<file path="src/rtl/mem_arbiter_pkg.sv">
// mem_arbiter_pkg: shared types and constants for the memory-port arbiter.
//   arb_state_t  : arbiter FSM states (IDLE, ISSUE, RESP)
//   mem_size_t   : access size encoding (B/H/W/D = 0..3)
//   xfer_kind_t  : which requester owns the current transaction
//   ADDR_W       : default physical address width
//   LANE_MASK_*  : byte-enable patterns for each size, before lane shifting
package mem_arbiter_pkg;

    localparam int ADDR_W = 56;

    typedef enum logic [1:0] {
        IDLE  = 2'd0,
        ISSUE = 2'd1,
        RESP  = 2'd2
    } arb_state_t;

    typedef enum logic [1:0] {
        SIZE_B = 2'd0,
        SIZE_H = 2'd1,
        SIZE_W = 2'd2,
        SIZE_D = 2'd3
    } mem_size_t;

    typedef enum logic [1:0] {
        KIND_FETCH = 2'd0,
        KIND_LOAD  = 2'd1,
        KIND_STORE = 2'd2
    } xfer_kind_t;

    // last_grant encoding
    localparam logic GRANT_DATA  = 1'b0;
    localparam logic GRANT_FETCH = 1'b1;

    localparam logic [7:0] LANE_MASK_B = 8'h01;
    localparam logic [7:0] LANE_MASK_H = 8'h03;
    localparam logic [7:0] LANE_MASK_W = 8'h0F;
    localparam logic [7:0] LANE_MASK_D = 8'hFF;

    function automatic logic [7:0] lane_mask(input mem_size_t size);
        case (size)
            SIZE_B:  return LANE_MASK_B;
            SIZE_H:  return LANE_MASK_H;
            SIZE_W:  return LANE_MASK_W;
            default: return LANE_MASK_D;
        endcase
    endfunction

endpackage

</file>
<file path="src/rtl/mem_lane_align.sv">
// mem_lane_align: combinational byte-lane steering for a 64-bit memory word.
//   size, addr_lo, is_unsigned : registered request fields
//   rdata     : raw read word from memory
//   wdata_in  : right-justified store data
//   instr     : 32-bit instruction lane selected by addr_lo[2]
//   rdata_ext : extracted load value, sign- or zero-extended to 64 bits
//   wdata     : store data shifted into its lane
//   byte_en   : store byte enables shifted into the lane
// Low address bits below the access size are dropped, so an unaligned
// address selects the naturally aligned lane that contains it.
module mem_lane_align
    import mem_arbiter_pkg::*;
(
    input  mem_size_t   size,
    input  logic [2:0]  addr_lo,
    input  logic        is_unsigned,
    input  logic [63:0] rdata,
    input  logic [63:0] wdata_in,
    output logic [31:0] instr,
    output logic [63:0] rdata_ext,
    output logic [63:0] wdata,
    output logic [7:0]  byte_en
);

    logic [2:0]  byte_off;
    logic [63:0] shifted;
    logic        sign_en;

    always_comb begin
        byte_off = 3'd0;
        case (size)
            SIZE_B:  byte_off = addr_lo;
            SIZE_H:  byte_off = {addr_lo[2:1], 1'b0};
            SIZE_W:  byte_off = {addr_lo[2], 2'b00};
            default: byte_off = 3'd0;
        endcase
    end

    assign shifted = rdata >> {byte_off, 3'b000};
    assign sign_en = ~is_unsigned;

    always_comb begin
        rdata_ext = rdata;
        case (size)
            SIZE_B:  rdata_ext = {{56{shifted[7]  & sign_en}}, shifted[7:0]};
            SIZE_H:  rdata_ext = {{48{shifted[15] & sign_en}}, shifted[15:0]};
            SIZE_W:  rdata_ext = {{32{shifted[31] & sign_en}}, shifted[31:0]};
            default: rdata_ext = rdata;
        endcase
    end

    assign instr   = addr_lo[2] ? rdata[63:32] : rdata[31:0];
    assign wdata   = wdata_in << {byte_off, 3'b000};
    assign byte_en = lane_mask(size) << byte_off;

endmodule

</file>
<file path="src/rtl/mem_arbiter.sv">
// mem_arbiter: shares one 64-bit memory port between instruction fetch and
// data load/store, one outstanding transaction at a time.
//   phi1, rst            : clock; asynchronous active-high reset
//   instruction_*        : fetch request/response (32-bit instruction)
//   data_*, input_data_* : load request/response (64-bit extended data)
//   output_data_*        : store request/completion
//   misaligned           : pulse alongside a rejected data response
//   mem_*                : memory port (req/we/address/byte_en/wdata, rdata/ack)
// Optional feature: define MEM_ARBITER_ALIGN_CHECK_EN to reject misaligned
// data accesses without touching memory; otherwise misaligned is tied low.
module mem_arbiter
    import mem_arbiter_pkg::*;
#(
    parameter int   ADDR_W          = mem_arbiter_pkg::ADDR_W,
    parameter logic MEM_RESET_GRANT = 1'b0
) (
    input  logic              phi1,
    input  logic              rst,
    input  logic [ADDR_W-1:0] instruction_address,
    input  logic              input_instruction_request,
    output logic [31:0]       input_instruction,
    output logic              input_instruction_valid,
    input  logic [ADDR_W-1:0] data_address,
    input  logic [1:0]        data_size,
    input  logic              input_data_request,
    input  logic              input_data_unsigned,
    output logic [63:0]       input_data,
    output logic              input_data_valid,
    input  logic [63:0]       output_data,
    input  logic              output_data_request,
    output logic              output_data_complete,
    output logic              misaligned,
    output logic              mem_req,
    output logic              mem_we,
    output logic [ADDR_W-1:0] mem_address,
    output logic [7:0]        mem_byte_en,
    output logic [63:0]       mem_wdata,
    input  logic [63:0]       mem_rdata,
    input  logic              mem_ack
);

    arb_state_t        state_q, state_d;
    xfer_kind_t        kind_q, kind_d;
    logic [ADDR_W-1:0] addr_q, addr_d;
    mem_size_t         size_q, size_d;
    logic              uns_q, uns_d;
    logic [63:0]       wdata_q, wdata_d;
    logic              last_grant_q, last_grant_d;
    logic [31:0]       instr_q, instr_d;
    logic [63:0]       rdata_q, rdata_d;

    logic              data_pending;
    logic              grant_fetch;
    logic [31:0]       instr_lane;
    logic [63:0]       load_lane;
    logic [63:0]       wdata_lane;
    logic [7:0]        be_lane;

`ifdef MEM_ARBITER_ALIGN_CHECK_EN
    logic misalign_q, misalign_d;
    logic misaligned_req;

    always_comb begin
        case (mem_size_t'(data_size))
            SIZE_H:  misaligned_req = data_address[0];
            SIZE_W:  misaligned_req = |data_address[1:0];
            SIZE_D:  misaligned_req = |data_address[2:0];
            default: misaligned_req = 1'b0;
        endcase
    end

    always_ff @(posedge phi1 or posedge rst) begin
        if (rst) misalign_q <= 1'b0;
        else     misalign_q <= misalign_d;
    end

    assign misaligned = (state_q == RESP) && misalign_q;
`else
    assign misaligned = 1'b0;
`endif

    assign data_pending = input_data_request | output_data_request;

    always_comb begin
        state_d      = state_q;
        kind_d       = kind_q;
        addr_d       = addr_q;
        size_d       = size_q;
        uns_d        = uns_q;
        wdata_d      = wdata_q;
        last_grant_d = last_grant_q;
        instr_d      = instr_q;
        rdata_d      = rdata_q;
        grant_fetch  = 1'b0;
`ifdef MEM_ARBITER_ALIGN_CHECK_EN
        misalign_d   = misalign_q;
`endif
        case (state_q)
            IDLE: begin
                if (input_instruction_request || data_pending) begin
                    // Round-robin: fetch wins a tie only if data had the last grant.
                    grant_fetch = input_instruction_request &&
                                  (!data_pending || last_grant_q == GRANT_DATA);
                    state_d = ISSUE;
`ifdef MEM_ARBITER_ALIGN_CHECK_EN
                    misalign_d = 1'b0;
`endif
                    if (grant_fetch) begin
                        kind_d       = KIND_FETCH;
                        addr_d       = instruction_address;
                        size_d       = SIZE_W;
                        uns_d        = 1'b1;
                        last_grant_d = GRANT_FETCH;
                    end else begin
                        // A store collides with a load only on a protocol error;
                        // serve the store first and leave the load pending.
                        kind_d       = output_data_request ? KIND_STORE : KIND_LOAD;
                        addr_d       = data_address;
                        size_d       = mem_size_t'(data_size);
                        uns_d        = input_data_unsigned;
                        wdata_d      = output_data;
                        last_grant_d = GRANT_DATA;
`ifdef MEM_ARBITER_ALIGN_CHECK_EN
                        if (misaligned_req) begin
                            misalign_d = 1'b1;
                            state_d    = RESP;
                            if (!output_data_request) rdata_d = 64'd0;
                        end
`endif
                    end
                end
            end
            ISSUE: begin
                if (mem_ack) begin
                    state_d = RESP;
                    if (kind_q == KIND_FETCH)     instr_d = instr_lane;
                    else if (kind_q == KIND_LOAD) rdata_d = load_lane;
                end
            end
            RESP:    state_d = IDLE;
            default: state_d = IDLE;
        endcase
    end

    always_ff @(posedge phi1 or posedge rst) begin
        if (rst) begin
            state_q      <= IDLE;
            kind_q       <= KIND_FETCH;
            addr_q       <= '0;
            size_q       <= SIZE_B;
            uns_q        <= 1'b0;
            wdata_q      <= 64'd0;
            last_grant_q <= MEM_RESET_GRANT;
            instr_q      <= 32'd0;
            rdata_q      <= 64'd0;
        end else begin
            state_q      <= state_d;
            kind_q       <= kind_d;
            addr_q       <= addr_d;
            size_q       <= size_d;
            uns_q        <= uns_d;
            wdata_q      <= wdata_d;
            last_grant_q <= last_grant_d;
            instr_q      <= instr_d;
            rdata_q      <= rdata_d;
        end
    end

    mem_lane_align u_lane_align (
        .size        (size_q),
        .addr_lo     (addr_q[2:0]),
        .is_unsigned (uns_q),
        .rdata       (mem_rdata),
        .wdata_in    (wdata_q),
        .instr       (instr_lane),
        .rdata_ext   (load_lane),
        .wdata       (wdata_lane),
        .byte_en     (be_lane)
    );

    // mem_req decodes straight from the state flop so an asynchronous reset
    // drops it immediately.
    assign mem_req     = (state_q == ISSUE);
    assign mem_we      = mem_req && (kind_q == KIND_STORE);
    assign mem_byte_en = mem_we ? be_lane : 8'h00;
    assign mem_wdata   = wdata_lane;
    assign mem_address = {addr_q[ADDR_W-1:3], 3'b000};

    assign input_instruction       = instr_q;
    assign input_data              = rdata_q;
    assign input_instruction_valid = (state_q == RESP) && (kind_q == KIND_FETCH);
    assign input_data_valid        = (state_q == RESP) && (kind_q == KIND_LOAD);
    assign output_data_complete    = (state_q == RESP) && (kind_q == KIND_STORE);

endmodule

</file>
<file path="config.mk">
export PLATFORM = sky130hd
export DESIGN_NAME = mem_arbiter
export DESIGN_NICKNAME = d
export VERILOG_FILES = /design/src/rtl/mem_arbiter_pkg.sv /design/src/rtl/mem_lane_align.sv /design/src/rtl/mem_arbiter.sv
export SDC_FILE = /design/constraint.sdc
export NUM_CORES = 1
export LEC_CHECK = 0
export CAP_MARGIN = 20
export CORE_AREA = 2 2 189 191
export CTS_CLUSTER_DIAMETER = 30
export DETAILED_ROUTE_END_ITERATION = 16
export DIE_AREA = 0 0 191 193
export HOLD_SLACK_MARGIN = 0.1
export PLACE_DENSITY = 0.71
export SETUP_SLACK_MARGIN = 0.1
export SLEW_MARGIN = 5
export SYNTH_ARGS = -nofsm -noshare
export SYNTH_HDL_FRONTEND = slang
export SYNTH_HIERARCHICAL = 1
export SYNTH_SLANG_ARGS = --single-unit
export TNS_END_PERCENT = 50
</file>
<file path="constraint.sdc">
create_clock -name phi1 -period 17.3 [get_ports phi1]
set_input_delay 3.46 -clock phi1 [delete_from_list [all_inputs] [get_ports phi1]]
set_output_delay 3.46 -clock phi1 [all_outputs]
set_load 0.01 [all_outputs]
</file>
==> flow_summary_export.csv <==
group,metric,value,unit
outcome,status,"finished clean",
floorplan,start_util,0.387,
place,dp_hpwl,39100,um
sta,hold_slack,490,ps
pwr,vdd.ir_drop.worst,0.0000957,V
sta,worst_pin_slew,1120,ps
synthesis,synth_top_area_cell,"dfrtp_1",
floorplan,row_count,69,
route,first_pass_iters,6,
global_routing,grt_pass1_vias,12600,
sta,finalClockSkew,8.97,ps
synthesis,synthMuxAreaShare,0.214,
route,routedWlPerCell,24.6,um
sta,drv_slew,0,
floorplan,die_x,191,um
clock_network,insertion_delay,570,ps
sta,period_minus_slack,7740,ps
worst_hold_path,min_path_type,"reg -> reg",
clock_network,cts_sinks,224,
finish,area_growth,47.5,%
route,vias_per_cell,5.76,
floorplan,pin_count,479,
synthesis,synth_ff_type,"dfrtp_1",
clock_network,cts_root_buf,"clkbuf_16",
finish,nets,1942,
global_routing,grt.overflow.total,0,
sta,fmax,129,MHz
clock_network,clock_path_buffers,3,
clock_network,tritoncts,"built",
pwr,p_leak,8.75,nW
place,pre_cts_ws,10200,ps
sta,slew_headroom,0.254,
finish,multi_input_area,6700,um2
sta,setup_viol,0,
run,max-cap-violations,0,
synthesis,synth_area_leaders,"dfrtp_1 41%, mux2_2 13%, mux2i_1 5.2%",
route,drt_wl_total,54200,um
route,dr_total_vias,12700,
floorplan,die_area,36900,um2
synthesis,yosys.area_share.simple,0.101,
synthesis,synth_xor_area_frac,0,
clock_network,cts_made_buffers,53,
critical_path,critPathCaptureType,"output pin",
critical_path,critical_path_required,13840,ps
sta,setup_tns,0,ps
floorplan,core,35000,um2
finish,seq_area,5610,um2
place,placed_cells,2099,
synthesis,async_flop_share,1.00,
clock_network,cts.htree.levels,2,
route,antenna_left,0,
global_routing,grt_pass1_wl,79100,um
finish,postLayoutCellArea,20000,um2
critical_path,arrival,4280,ps
finish,layout-drive-gt1-share,0.169,
route,drc,0,
synthesis,synth_top_area_frac,0.414,
synthesis,synth_top_family_by_area,"multiplexers",
clock_network,hold_buffers,0,
synthesis,seq_area_frac_synth,0.414,
critical_path,worstPathMaxFanout,46,
critical_path,critPathLaunchType,"flip-flop",
synthesis,synth_compound_area_frac,0.174,
synthesis,ys_seq_elements,224,
synthesis,synth_fa_ha_area_frac,0.00148,
floorplan,chipHeight,193,um
route,drtIter0Drc,1397,
critical_path,crit_type,"reg -> out",
place,portBuffers,474,
place,place_area,18100,um2
global_routing,grtUsageMet3,0.0548,
global_routing,grt_max_degree,117,
sta,min_period_over_period,0.447,
synthesis,synth_edf_count,0,
clock_network,clkSlewWorstSetupHoldPaths,40,ps
global_routing,antenna_found_initial,3,
clock_network,post_cts_buffers,0,
pwr,power.density,214,nW/um2
global_routing,grtUsageTotal,0.284,
sta,rsz0062_at_grt,"no",
synthesis,avgSynthCellArea,10.3,um2
synthesis,synthTopCellsByCount,"224 x dfrtp_1, 151 x mux2_2, 78 x nand2_1, 70 x mux2i_1, 69 x inv_1",
synthesis,syn_area,13500,um2
clock_network,post_cts_resized,0,
place,finalWeightedCongestion,0.909,
sta,setup_slack,9560,ps
global_routing,gr-usage-met1,0.378,
synthesis,yosysWarnings,6,
global_routing,busiest_layer,"met2",
synthesis,netlist_instances,1314,
global_routing,grt_use_met2,0.461,
finish,n_fill_cell,3046,
sta,hold_viol,0,
finish,final_cells,2201,
synthesis,yosysUniqueCellTypes,66,
synthesis,yosysMostFrequentCell,"dfrtp_1",
## per-stage QoR
step	power, mW	utilization
finish	4.27	0.571
CTS	4.28	0.571
global placement	3.20	0.517
global route	4.47	0.571
floorplan	2.21	-
detailed placement	3.22	0.517
## area by class of cell
cell class,count,area share
clock inverters,36,0.0214
repair buffers,495,0.246
clock buffers,64,0.0731
inverters,70,0.0135
flip-flops and latches,224,0.281
diodes,2,0.000251
multi-input cells,849,0.336
well taps,461,0.0289
## cell usage in the layout (no fill, tap or decap), types with 4 or more instances in the layout
| master | instances |
|---|---|
| conb_1 | 4 |
| a22oi_1 | 9 |
| mux2_1 | 38 |
| nand3_1 | 10 |
| nor2_1 | 62 |
| o21ai_0 | 41 |
| and2_1 | 25 |
| clkinv_4 | 6 |
| buf_4 | 21 |
| mux2i_1 | 70 |
| bufinv_16 | 6 |
| a31oi_1 | 15 |
| nor4_1 | 56 |
| a221o_1 | 59 |
| clkinv_2 | 7 |
| o221ai_1 | 10 |
| o22a_1 | 14 |
| clkbuf_16 | 54 |
| a221oi_1 | 18 |
| a21oi_1 | 47 |
| and3_1 | 10 |
| clkinvlp_4 | 6 |
| a21o_1 | 37 |
| clkdlybuf4s50_1 | 474 |
| nand2_1 | 78 |
| inv_6 | 9 |
| dfrtp_1 | 222 |
| o22ai_1 | 16 |
| mux2_2 | 151 |
| a222oi_1 | 10 |
| a2bb2oi_1 | 4 |
| clkbuf_8 | 7 |
| inv_1 | 68 |
## cells by family (layout without fill, tap and decap cells)
family          after synthesis  after routing
other cells                   1              6
buf+inv                     244            665
simple gates                269            269
fa+ha+maj                     2              2
mux                         262            262
compound gates              312            312
flops                       224            224
## report_power, final
part	leakage [nW]	internal, mW	switching [mW]
logic	5.09	1.13	1.07
clock network	0.915	0.697	0.340
registers	2.74	0.789	0.247
total	8.75	2.62	1.66
## sequential cells by signal, indices dropped and copies added (netlist names)
name,count
input_data,64
addr_q,56
last_grant_q,1
wdata_q,64
state_q,2
size_q,2
kind_q,2
uns_q,1
input_instruction,32
## final timing paths
| path | from | to | slack, ps | cells after the start |
|---|---|---|---|---|
| min | last_grant_q | last_grant_q | 490 | 1 |
| min in group asynchronous | rst | addr_q[33] | 3470 | 2 |
| min reg2reg | last_grant_q | last_grant_q | 490 | 1 |
| max reg2reg | size_q[1] | input_data[58] | 12600 | 7 |
| max in group asynchronous | rst | addr_q[2] | 12300 | 3 |
| max | size_q[1] | mem_wdata[36] | 9560 | 5 |
## worst max-delay path, stage by stage (launching register included)
cell and delay [ps]:
dfrtp_2 930, a21bo_2 860, a22o_1 870, a222oi_1 170, a21oi_1 270, clkdlybuf4s50_1 580
## per-layer routing
layer / wire length [um] / vias to the layer above
met1: 22400 / 6267
met4: 1720 / 0
met2: 25500 / 716
li1: - / 5583
met5: 0 / -
met3: 4570 / 111
No activity file was read; power rests on OpenSTA's default activity.
